--- src/rtl/rf_write_queue_if.sv ---
// rf_write_queue_if
// Purpose : bundles the write-back stage traffic: ALU results, load returns
//           (valid/ready), hazard-check read addresses and the RF write port.
// Modports:
//   master - upstream side: drives alu_*, ld_valid/addr/data, rd_addr1/2;
//            observes ld_ready, pend1/2, rf_*, q_count.
//   slave  - the write queue itself (opposite directions).
// Parameters: AW address width, DW data width, DEPTH load FIFO entries.
interface rf_write_queue_if #(
    parameter int AW    = 5,
    parameter int DW    = 32,
    parameter int DEPTH = 4
);
    localparam int CW = $clog2(DEPTH) + 1;

    logic          alu_valid;
    logic [AW-1:0] alu_addr;
    logic [DW-1:0] alu_data;

    logic          ld_valid;
    logic          ld_ready;
    logic [AW-1:0] ld_addr;
    logic [DW-1:0] ld_data;

    logic [AW-1:0] rd_addr1;
    logic [AW-1:0] rd_addr2;
    logic          pend1;
    logic          pend2;

    logic          rf_we;
    logic [AW-1:0] rf_waddr;
    logic [DW-1:0] rf_wdata;
    logic [CW-1:0] q_count;

    modport master (
        output alu_valid, alu_addr, alu_data,
        output ld_valid, ld_addr, ld_data,
        output rd_addr1, rd_addr2,
        input  ld_ready, pend1, pend2,
        input  rf_we, rf_waddr, rf_wdata, q_count
    );

    modport slave (
        input  alu_valid, alu_addr, alu_data,
        input  ld_valid, ld_addr, ld_data,
        input  rd_addr1, rd_addr2,
        output ld_ready, pend1, pend2,
        output rf_we, rf_waddr, rf_wdata, q_count
    );
endinterface

--- src/rtl/rf_write_queue.sv ---
// rf_write_queue
// Purpose : write-back stage owning the single RF write port. ALU results are
//           issued immediately (never stalled); load returns that cannot issue
//           are held in a DEPTH-entry FIFO and drained when the ALU is idle.
//           Queued destinations are reported on pend1/pend2 for hazard stalls.
// Ports   : clk   - clock, all state on posedge
//           reset - asynchronous, active-low
//           bus   - rf_write_queue_if.slave (ALU, load, read-check, RF port)
// Config  : RF_WQ_BYPASS_EN - when defined, an accepted load that finds the
//           FIFO empty and no ALU issue goes straight to rf_* (1 clk latency)
//           instead of being queued (2 clk latency).
module rf_write_queue #(
    parameter int DEPTH = 4,
    parameter int AW    = 5,
    parameter int DW    = 32
) (
    input  logic               clk,
    input  logic               reset,
    rf_write_queue_if.slave    bus
);
    localparam int PW = $clog2(DEPTH);
    localparam int CW = PW + 1;
    localparam logic [CW-1:0] FULL = CW'(DEPTH);

    logic [AW-1:0]    q_addr [DEPTH];
    logic [DW-1:0]    q_data [DEPTH];
    logic [DEPTH-1:0] q_vld;
    logic [PW-1:0]    head;
    logic [PW-1:0]    tail;
    logic [CW-1:0]    count;

    logic             rf_we_q;
    logic [AW-1:0]    rf_waddr_q;
    logic [DW-1:0]    rf_wdata_q;

    logic             alu_issue;
    logic             ld_take;
    logic             bypass;
    logic             push;
    logic             pop;
    logic             push_vld;
    logic             pend1;
    logic             pend2;

    // Readiness depends on occupancy only; a same-cycle pop does not open a slot.
    assign bus.ld_ready = (count != FULL);

    assign alu_issue = bus.alu_valid & (bus.alu_addr != '0);
    // Address-0 loads still handshake but are discarded here.
    assign ld_take   = bus.ld_valid & bus.ld_ready & (bus.ld_addr != '0);

`ifdef RF_WQ_BYPASS_EN
    assign bypass = ld_take & (count == '0) & ~alu_issue;
`else
    assign bypass = 1'b0;
`endif

    assign push     = ld_take & ~bypass;
    assign pop      = ~alu_issue & (count != '0);
    // A load pushed alongside an ALU write to the same register is already stale.
    assign push_vld = ~(alu_issue & (bus.ld_addr == bus.alu_addr));

    always_ff @(posedge clk or negedge reset) begin
        if (!reset) begin
            head       <= '0;
            tail       <= '0;
            count      <= '0;
            q_vld      <= '0;
            rf_we_q    <= 1'b0;
            rf_waddr_q <= '0;
            rf_wdata_q <= '0;
        end else begin
            // ALU results are younger than every queued load: squash matches.
            for (int i = 0; i < DEPTH; i++) begin
                if (alu_issue && (q_addr[i] == bus.alu_addr)) begin
                    q_vld[i] <= 1'b0;
                end
            end

            // Popped slots are cleared so pend only ever sees live entries.
            if (pop) begin
                q_vld[head] <= 1'b0;
                head        <= head + PW'(1);
            end

            if (push) begin
                q_vld[tail] <= push_vld;
                tail        <= tail + PW'(1);
            end

            case ({push, pop})
                2'b10:   count <= count + CW'(1);
                2'b01:   count <= count - CW'(1);
                default: count <= count;
            endcase

            if (alu_issue) begin
                rf_we_q    <= 1'b1;
                rf_waddr_q <= bus.alu_addr;
                rf_wdata_q <= bus.alu_data;
            end else if (bypass) begin
                rf_we_q    <= 1'b1;
                rf_waddr_q <= bus.ld_addr;
                rf_wdata_q <= bus.ld_data;
            end else if (pop) begin
                rf_we_q    <= q_vld[head];
                rf_waddr_q <= q_addr[head];
                rf_wdata_q <= q_data[head];
            end else begin
                rf_we_q    <= 1'b0;
            end
        end
    end

    // Payload storage needs no reset; q_vld gates every use of it.
    always_ff @(posedge clk) begin
        if (push) begin
            q_addr[tail] <= bus.ld_addr;
            q_data[tail] <= bus.ld_data;
        end
    end

    // The entry currently on rf_* has already been popped, so it is excluded.
    always_comb begin
        pend1 = 1'b0;
        pend2 = 1'b0;
        for (int i = 0; i < DEPTH; i++) begin
            if (q_vld[i] && (q_addr[i] == bus.rd_addr1)) pend1 = 1'b1;
            if (q_vld[i] && (q_addr[i] == bus.rd_addr2)) pend2 = 1'b1;
        end
        if (bus.rd_addr1 == '0) pend1 = 1'b0;
        if (bus.rd_addr2 == '0) pend2 = 1'b0;
    end

    assign bus.pend1    = pend1;
    assign bus.pend2    = pend2;
    assign bus.rf_we    = rf_we_q;
    assign bus.rf_waddr = rf_waddr_q;
    assign bus.rf_wdata = rf_wdata_q;
    assign bus.q_count  = count;
endmodule

--- src/flat_wrapper.sv ---
// flat-port wrapper written by rule: the top's interface ports become plain ports
module rf_write_queue_flat 
#(
    parameter int DEPTH = 4,
    parameter int AW    = 5,
    parameter int DW    = 32
)
  (clk, reset, bus_alu_valid, bus_alu_addr, bus_alu_data, bus_ld_valid, bus_ld_addr, bus_ld_data, bus_rd_addr1, bus_rd_addr2, bus_ld_ready, bus_pend1, bus_pend2, bus_rf_we, bus_rf_waddr, bus_rf_wdata, bus_q_count);
  rf_write_queue_if #(.AW(AW), .DW(DW), .DEPTH(DEPTH)) bus_i ();
  input  logic clk;
  input  logic reset;
  input wire logic [$bits(bus_i.alu_valid)-1:0] bus_alu_valid;
  input wire logic [$bits(bus_i.alu_addr)-1:0] bus_alu_addr;
  input wire logic [$bits(bus_i.alu_data)-1:0] bus_alu_data;
  input wire logic [$bits(bus_i.ld_valid)-1:0] bus_ld_valid;
  input wire logic [$bits(bus_i.ld_addr)-1:0] bus_ld_addr;
  input wire logic [$bits(bus_i.ld_data)-1:0] bus_ld_data;
  input wire logic [$bits(bus_i.rd_addr1)-1:0] bus_rd_addr1;
  input wire logic [$bits(bus_i.rd_addr2)-1:0] bus_rd_addr2;
  output wire logic [$bits(bus_i.ld_ready)-1:0] bus_ld_ready;
  output wire logic [$bits(bus_i.pend1)-1:0] bus_pend1;
  output wire logic [$bits(bus_i.pend2)-1:0] bus_pend2;
  output wire logic [$bits(bus_i.rf_we)-1:0] bus_rf_we;
  output wire logic [$bits(bus_i.rf_waddr)-1:0] bus_rf_waddr;
  output wire logic [$bits(bus_i.rf_wdata)-1:0] bus_rf_wdata;
  output wire logic [$bits(bus_i.q_count)-1:0] bus_q_count;
  assign bus_i.alu_valid = bus_alu_valid;
  assign bus_i.alu_addr = bus_alu_addr;
  assign bus_i.alu_data = bus_alu_data;
  assign bus_i.ld_valid = bus_ld_valid;
  assign bus_i.ld_addr = bus_ld_addr;
  assign bus_i.ld_data = bus_ld_data;
  assign bus_i.rd_addr1 = bus_rd_addr1;
  assign bus_i.rd_addr2 = bus_rd_addr2;
  assign bus_ld_ready = bus_i.ld_ready;
  assign bus_pend1 = bus_i.pend1;
  assign bus_pend2 = bus_i.pend2;
  assign bus_rf_we = bus_i.rf_we;
  assign bus_rf_waddr = bus_i.rf_waddr;
  assign bus_rf_wdata = bus_i.rf_wdata;
  assign bus_q_count = bus_i.q_count;
  rf_write_queue #(.DEPTH(DEPTH), .AW(AW), .DW(DW)) u_core (.clk(clk), .reset(reset), .bus(bus_i));
endmodule
--- config.mk ---
export PLATFORM = sky130hd
export DESIGN_NAME = rf_write_queue_flat
export DESIGN_NICKNAME = d
export VERILOG_FILES = /design/src/rtl/rf_write_queue_if.sv /design/src/rtl/rf_write_queue.sv /design/src/flat_wrapper.sv
export SDC_FILE = /design/constraint.sdc
export NUM_CORES = 1
export LEC_CHECK = 0
export ABC_CLOCK_PERIOD_IN_PS = 2700
export BUFFER_PORTS_ARGS = -buffer_cell sky130_fd_sc_hd__buf_4
export CORE_UTILIZATION = 55
export DETAILED_ROUTE_END_ITERATION = 6
export PLACE_DENSITY = 0.77
export SLEW_MARGIN = 5
export SYNTH_ARGS = -nofsm -noshare
export SYNTH_HDL_FRONTEND = slang
export SYNTH_SLANG_ARGS = --single-unit
export TNS_END_PERCENT = 50
--- constraint.sdc ---
create_clock -name clk -period 2.7 [get_ports clk]
set_input_delay 0.54 -clock clk [delete_from_list [all_inputs] [get_ports clk]]
set_output_delay 0.54 -clock clk [all_outputs]
set_load 0.05 [all_outputs]
# Word-level counts from Yosys, hierarchy flattened
# Memories as Yosys holds them, arrays and structs flattened.
# Index checks and enable logic that the tools add are counted.
[word_totals] input_bits=88 ram_bits=148 n_memories=2 ff_bits=49 out_inout_bits=44 wordCells=95
[memory_table] name="u_core.q_data" depth=4 width=32 read_ports=1 rd_ports_with_merged_regs=0 write_ports=1 line_no="rf_write_queue.sv:26" text="logic [DW-1:0] q_data [DEPTH];"
[memory_table] name="u_core.q_addr" depth=4 width=5 read_ports=5 rd_ports_with_merged_regs=0 write_ports=1 line_no="rf_write_queue.sv:25" text="logic [AW-1:0] q_addr [DEPTH];"
[op_classes] bitwise_logic=9 mux=32 add_sub_neg=4 reduce_logical=21 magnitude_cmp=4 eq_ne=16
[op_table] op="5-bit equality test" n=13
[op_table] op="32-bit 2-to-1 mux" n=2
[op_table] op="1-bit 2-to-1 mux" n=21
[op_table] op="1-bit logical AND" n=14
[op_table] op="5-bit logical NOT" n=2
[op_table] op="5-bit 2-to-1 mux" n=2
[op_table] op="5-bit nonzero test" n=2
[op_table] op="4-bit 2-to-1 mux" n=2
[op_table] op="2-bit by 3-bit < comparator with 1-bit output (second input constant)" n=2
[op_table] op="3-bit one-hot mux with 2 select lines" n=1
[op_table] op="1-bit bitwise AND" n=5
[op_table] op="2-bit by 1-bit adder with 2-bit output (second input constant)" n=2
[op_table] op="4-bit bitwise AND" n=1
[op_table] op="4-bit bitwise mux" n=1
[op_table] op="1-bit demux with 2-bit select" n=2
[op_table] op="2-bit by 1-bit >= comparator with 1-bit output (second input constant)" n=2
[op_table] op="4-bit inverter" n=1
[op_table] op="2-bit nonzero test" n=2
[op_table] op="3-bit by 1-bit adder with 3-bit output (second input constant)" n=1
[op_table] op="3-bit != test (second input constant)" n=1
[op_table] op="3-bit nonzero test" n=1
[op_table] op="3-bit by 1-bit subtractor with 3-bit output (second input constant)" n=1
[op_table] op="1-bit binary-select mux with 2-bit select" n=1
[op_table] op="2-bit by 1-bit equality test with 1-bit output (second input constant)" n=1
[op_table] op="2 further kinds" n=3

# Longest topological paths before layout
[depth] depth_word=9 depth_mapped=12 mapped_depth_nobuf=10

# Worst setup path after synthesis
# OpenSTA, ideal clock, no wires.
[synth_path] kind="register to register" start="register u_core.count[2] (netlist: u_core.bus.q_count[2])" end="register u_core.count[2] (netlist: u_core.bus.q_count[2])" path_slack_ps=-60 t_required_ps=2618 path_buffers=1 synth_period_minus_slack_ps=2760 stages_incl_launch_ff=11 setup_time_ps=82 arrival_ps=2678 path_cell_list="dfrtp_1 > or3b_2 > o311a_1 > clkbuf_1 > inv_1 > ha_1 > inv_1 > fa_1 > xor2_1 > nor2_1 > xor2_1"
[synth_between] elab_chain_cells=5 elab_cells_between_ends=11 classes_between="add/sub: 2; eq/ne: 3; mux: 1; bitwise: 3; reduce/logical: 2"
[synth_lines] element="from (decl)" line_no="rf_write_queue.sv:30" text="logic [CW-1:0] count;"
[synth_lines] element="from (signal assigned)" line_no="rf_write_queue.sv:92" text="2'b10: count <= count + CW'(1);"
[synth_lines] element="from (signal assigned)" line_no="rf_write_queue.sv:93" text="2'b01: count <= count - CW'(1);"
[synth_lines] element="from (signal assigned)" line_no="rf_write_queue.sv:94" text="default: count <= count;"
[synth_lines] element="3-bit != test (*)" line_no="rf_write_queue.sv:46" text="assign bus.ld_ready = (count != FULL);"
[synth_lines] element="named net bus_ld_ready" line_no="flat_wrapper.sv:20" text="output wire logic [$bits(bus_i.ld_ready)-1:0] bus_ld_ready;"
[synth_lines] element="1-bit bitwise AND (*) (2 in series)" line_no="rf_write_queue.sv:50" text="assign ld_take = bus.ld_valid & bus.ld_ready & (bus.ld_addr != '0);"
[synth_lines] element="2-bit by 1-bit equality test with 1-bit output / 2-bit equality test (equally long branches)" line_no="rf_write_queue.sv:91" text="case ({push, pop})"
[synth_lines] element="3-bit one-hot mux with 2 select lines / 2-bit nonzero test (equally long branches)"
# Mark *: on every way through the listed nets, which the timed path passes. The rest lies on a longest branch.
# A chain may end at the register's enable or synchronous reset.

==> implementation parameters <==
Parameter                              Value

Status
  Outcome    completed

Synth
  Cell taking the most area after synthesis    sky130_fd_sc_hd__edfxtp_1
  Sequential-to-total area share from yosys stat    0.6497
  Area fraction of the dominant cell type after synthesis    0.5092
  Most common cell in the synthesized netlist    sky130_fd_sc_hd__edfxtp_1
  Yosys warns    0
  Number of storage elements in the synthesis netlist    just under 200
  Number of enable-type register cells in the synthesized netlist    around 150
  Post-synth cell types    32
  Mean instance size in the synthesized netlist    between 15 and 20 µm²
  Syn Std Cell Area    0.008727 mm²
  Post-Syn Instances    ~540
  Post-synth net total    about 640
  Top post-synthesis cells by area    sky130_fd_sc_hd__edfxtp_1 51%, sky130_fd_sc_hd__dfrtp_1 14%, sky130_fd_sc_hd__mux4_2 9.8%, sky130_fd_sc_hd__xor2_1 4.4%, sky130_fd_sc_hd__mux2i_1 4.2%
  Leading register cell type out of synthesis    sky130_fd_sc_hd__edfxtp_1
  Ys async rst share    0.2487
  Top cells by instance count after synthesis    148 x sky130_fd_sc_hd__edfxtp_1, 49 x sky130_fd_sc_hd__dfrtp_1, 44 x sky130_fd_sc_hd__xor2_1

STA
  Worst-case headroom to the max-slew limit    0.4825
  Post-layout minimum cycle time    around 2.5 ns
  Setup Skew    about 0.020 ns
  Maximum achievable frequency    about 400 MHz
  Share of the clock period used by the worst path after layout    0.9334
  Endpoints failing setup    0
  RSZ-0062 raised after global routing    false
  Transition at the pin with the smallest max-transition slack    0.7763 ns
  Final slew viol count    0
  Hold Fails Final Rpt    0

Worst setup path
  Maximum single-stage delay on the critical path    roughly 0.52 ns
  Crit path max-delay family    flip-flops
  Crit path buf inv count    1
  Critical Path, Cell by Cell    xor2_1 > nor4_1 > nand3_1 > nand4_1 > o21a_1 > buf_4
  Critical path data arrival time    1.98 ns
  Maximum fanout count along the critical path    4
  Sort of element at the start of the critical path    register
  Crit path kind    reg -> out
  Data required time at the worst endpoint    between 2 and 2.5 ns
  Stages on the worst setup path    6
  Number of cells on the worst reg-to-reg path    9
  Critical Path Sink Type    primary output
  Max stage delay cell, worst path    sky130_fd_sc_hd__edfxtp_1

Die
  Horizontal extent of the die    128.0 µm
  IO Count    132
  Number of standard-cell rows in the floorplan    45
  Die height    128.0 µm
  Area of the die    0.01638 mm²
  Core outline area    between 0.015 and 0.02 mm²
  Initial cell density of the core    0.5678

Place
  Buffers on Ports    roughly 130
  Placed wire-length estimate    11750 µm
  Final GP Congestion    slightly below 0.9
  Number of placed cells counting well taps    859
  Post-placement cell area    0.009933 mm²

Layout
  Fill count    1027
  Count of placed standard cells in the final layout, fillers left out    890
  Diode count    0
  Sequential cell area in the final layout    0.005674 mm²
  Area delta synth->final    20.77%
  Area occupied by multi-input gates    between 0.002 and 0.003 mm²
  Final-stage net count    765
  Fraction of layout cells with a size suffix above 1    0.3726
  Final core utilization    0.6857
  Final standard cell area without fillers    about 0.011 mm²

CTS
  Post-CTS Setup Bufs    0
  Library cell used as clock root buffer    sky130_fd_sc_hd__clkbuf_16
  CTS H-tree lvls    4
  Clock sink count    approximately 200
  Clock input transition at the sequential cells of the worst setup and hold paths    approximately 0.060 ns
  CTS tree    built
  Total of hold buffers inserted after clock tree synthesis    0
  Worst-case clock buffer depth    2
  Worst-Skew Late Latency    0.43 ns
  Gates resized, CTS repair    0
  Num CTS Buffers    17

Routing
  Detail-routed via count per cell    roughly 5.6
  Number of vias in the routed layout    roughly 5000
  Routed wirelength normalized by instance count    between 20 and 25 µm
  Residual DRC    0
  Wirelength, routed    between 15000 and 20000 µm
  DRC marker count from the first detailed-route iteration    between 200 and 250
  First-pass iteration count of the detailed router    5
  Antenna-violating nets left    0

Power and ir drop
  Pwr per Cell Area    roughly 1100 mW/mm²
  Maximum resistive drop on vdd    approximately 0.00074 V
  Leakage power    4.101 nW

Global routing
  Number of antenna violations at the first check in global routing    0
  Overflow left after global routing    0
  Vias in the first global route    roughly 5200
  Maximum number of pins on one net before global-route repair    60
  Wire length of the first global-routing pass    approximately 28000 µm
  Overall Global Routing Usage    0.2390

Min path
  Hold/Removal Path Class    in -> async

Run
  Max Cap Violations    0
## where the power goes
part / total (W) / switching, W / internal (W)
Sequential: 0.00453 / 0.000487 / 0.00405
Combinational: 0.00419 / 0.00244 / 0.00175
Clock: 0.00258 / 0.00102 / 0.00155
Total: 0.0113 / 0.00395 / 0.00735
## state kept, by name, summed over array words and instances (netlist names)
register             flops
u_core.head              2
u_core.bus.q_count       3
u_core.q_data          128
u_core.bus.rf_wdata     32
u_core.q_vld             4
u_core.bus.rf_waddr      5
u_core.bus.rf_we         1
u_core.tail              2
u_core.q_addr           20
## cell families (layout without fill, tap and decap cells)
group	count (synthesis)	in the layout	synth area share
AOI/OAI and AO/OA	47	47	0.04358
xor gates and xnor gates	70	70	0.07025
adders and majority gates	10	10	0.01520
buffers and inverters	51	191	0.03126
DFF	197	197	0.6497
muxes	76	76	0.1418
and+or+nand+nor	88	88	0.04817
## through the flow
stage | TNS (ns) | hold WS, ns | total power, W | worst slack, ns
after floorplan | -4.081 | 0.2444 | 0.007478 | -0.05482
after global placement | 0 | 0.4761 | 0.008672 | 0.06208
after detailed placement | 0 | 0.4885 | 0.008784 | 0.03403
after CTS | 0 | 0.1835 | 0.01140 | 0.1727
after global routing | 0 | 0.2058 | 0.01179 | 0.03932
final | 0 | 0.1635 | 0.01130 | 0.1799
## final timing paths
kind / start / to / slack, ns
worst min-delay path: reset / u_core.bus.rf_wdata[27]$_DFFE_PN0P_ / 0.16
min in group clk: bus_ld_data[16] / u_core.q_data[3][16]$_DFFE_PP_ / 0.31
worst max-delay path: u_core.q_addr[1][4]$_DFFE_PP_ / bus_pend2 / 0.18
worst max register to register: u_core.bus.q_count[0]$_DFFE_PN0P_ / u_core.bus.q_count[2]$_DFFE_PN0P_ / 0.39
max in group asynchronous: reset / u_core.head[1]$_DFFE_PN0N_ / 2.03
worst min register to register: u_core.bus.q_count[2]$_DFFE_PN0P_ / u_core.bus.q_count[2]$_DFFE_PN0P_ / 0.50
## placed cells by master, fill, tap and decap left out, drive strengths merged, types with 3 or more instances in the layout
cell type / instances
xor2: 44
a21oi: 35
mux2i: 37
nor2: 36
buf: 147
bufinv: 4
xnor2: 26
clkinvlp: 3
mux4: 38
o21a: 3
nand2: 9
nor4: 13
dfrtp: 49
nand3: 22
o22ai: 4
ha: 9
edfxtp: 148
o21ai: 3
clkbuf: 23
inv: 13
or4: 3
## final cells by class
type | instances | share of cell area
Sequential cell | 197 | 0.5383
Multi-Input combinational cell | 291 | 0.2648
Timing Repair Buffer | 147 | 0.1094
Clock buffer | 23 | 0.04250
Tap cell | 211 | 0.02505
Clock inverter | 8 | 0.01448
Inverter | 13 | 0.005342
## layer usage
metal / wire [µm] / track usage / vias up / share of wire
li1: - / - / 2266 / -
met1: 7457 / 0.3088 / 2471 / 0.41
met2: 8980 / 0.3868 / 192 / 0.50
met3: 1112 / 0.05843 / 36 / 0.062
met4: 511 / 0.1073 / 0 / 0.028
met5: 0 / 0 / - / 0
Power figures use the tool's default switching activity.
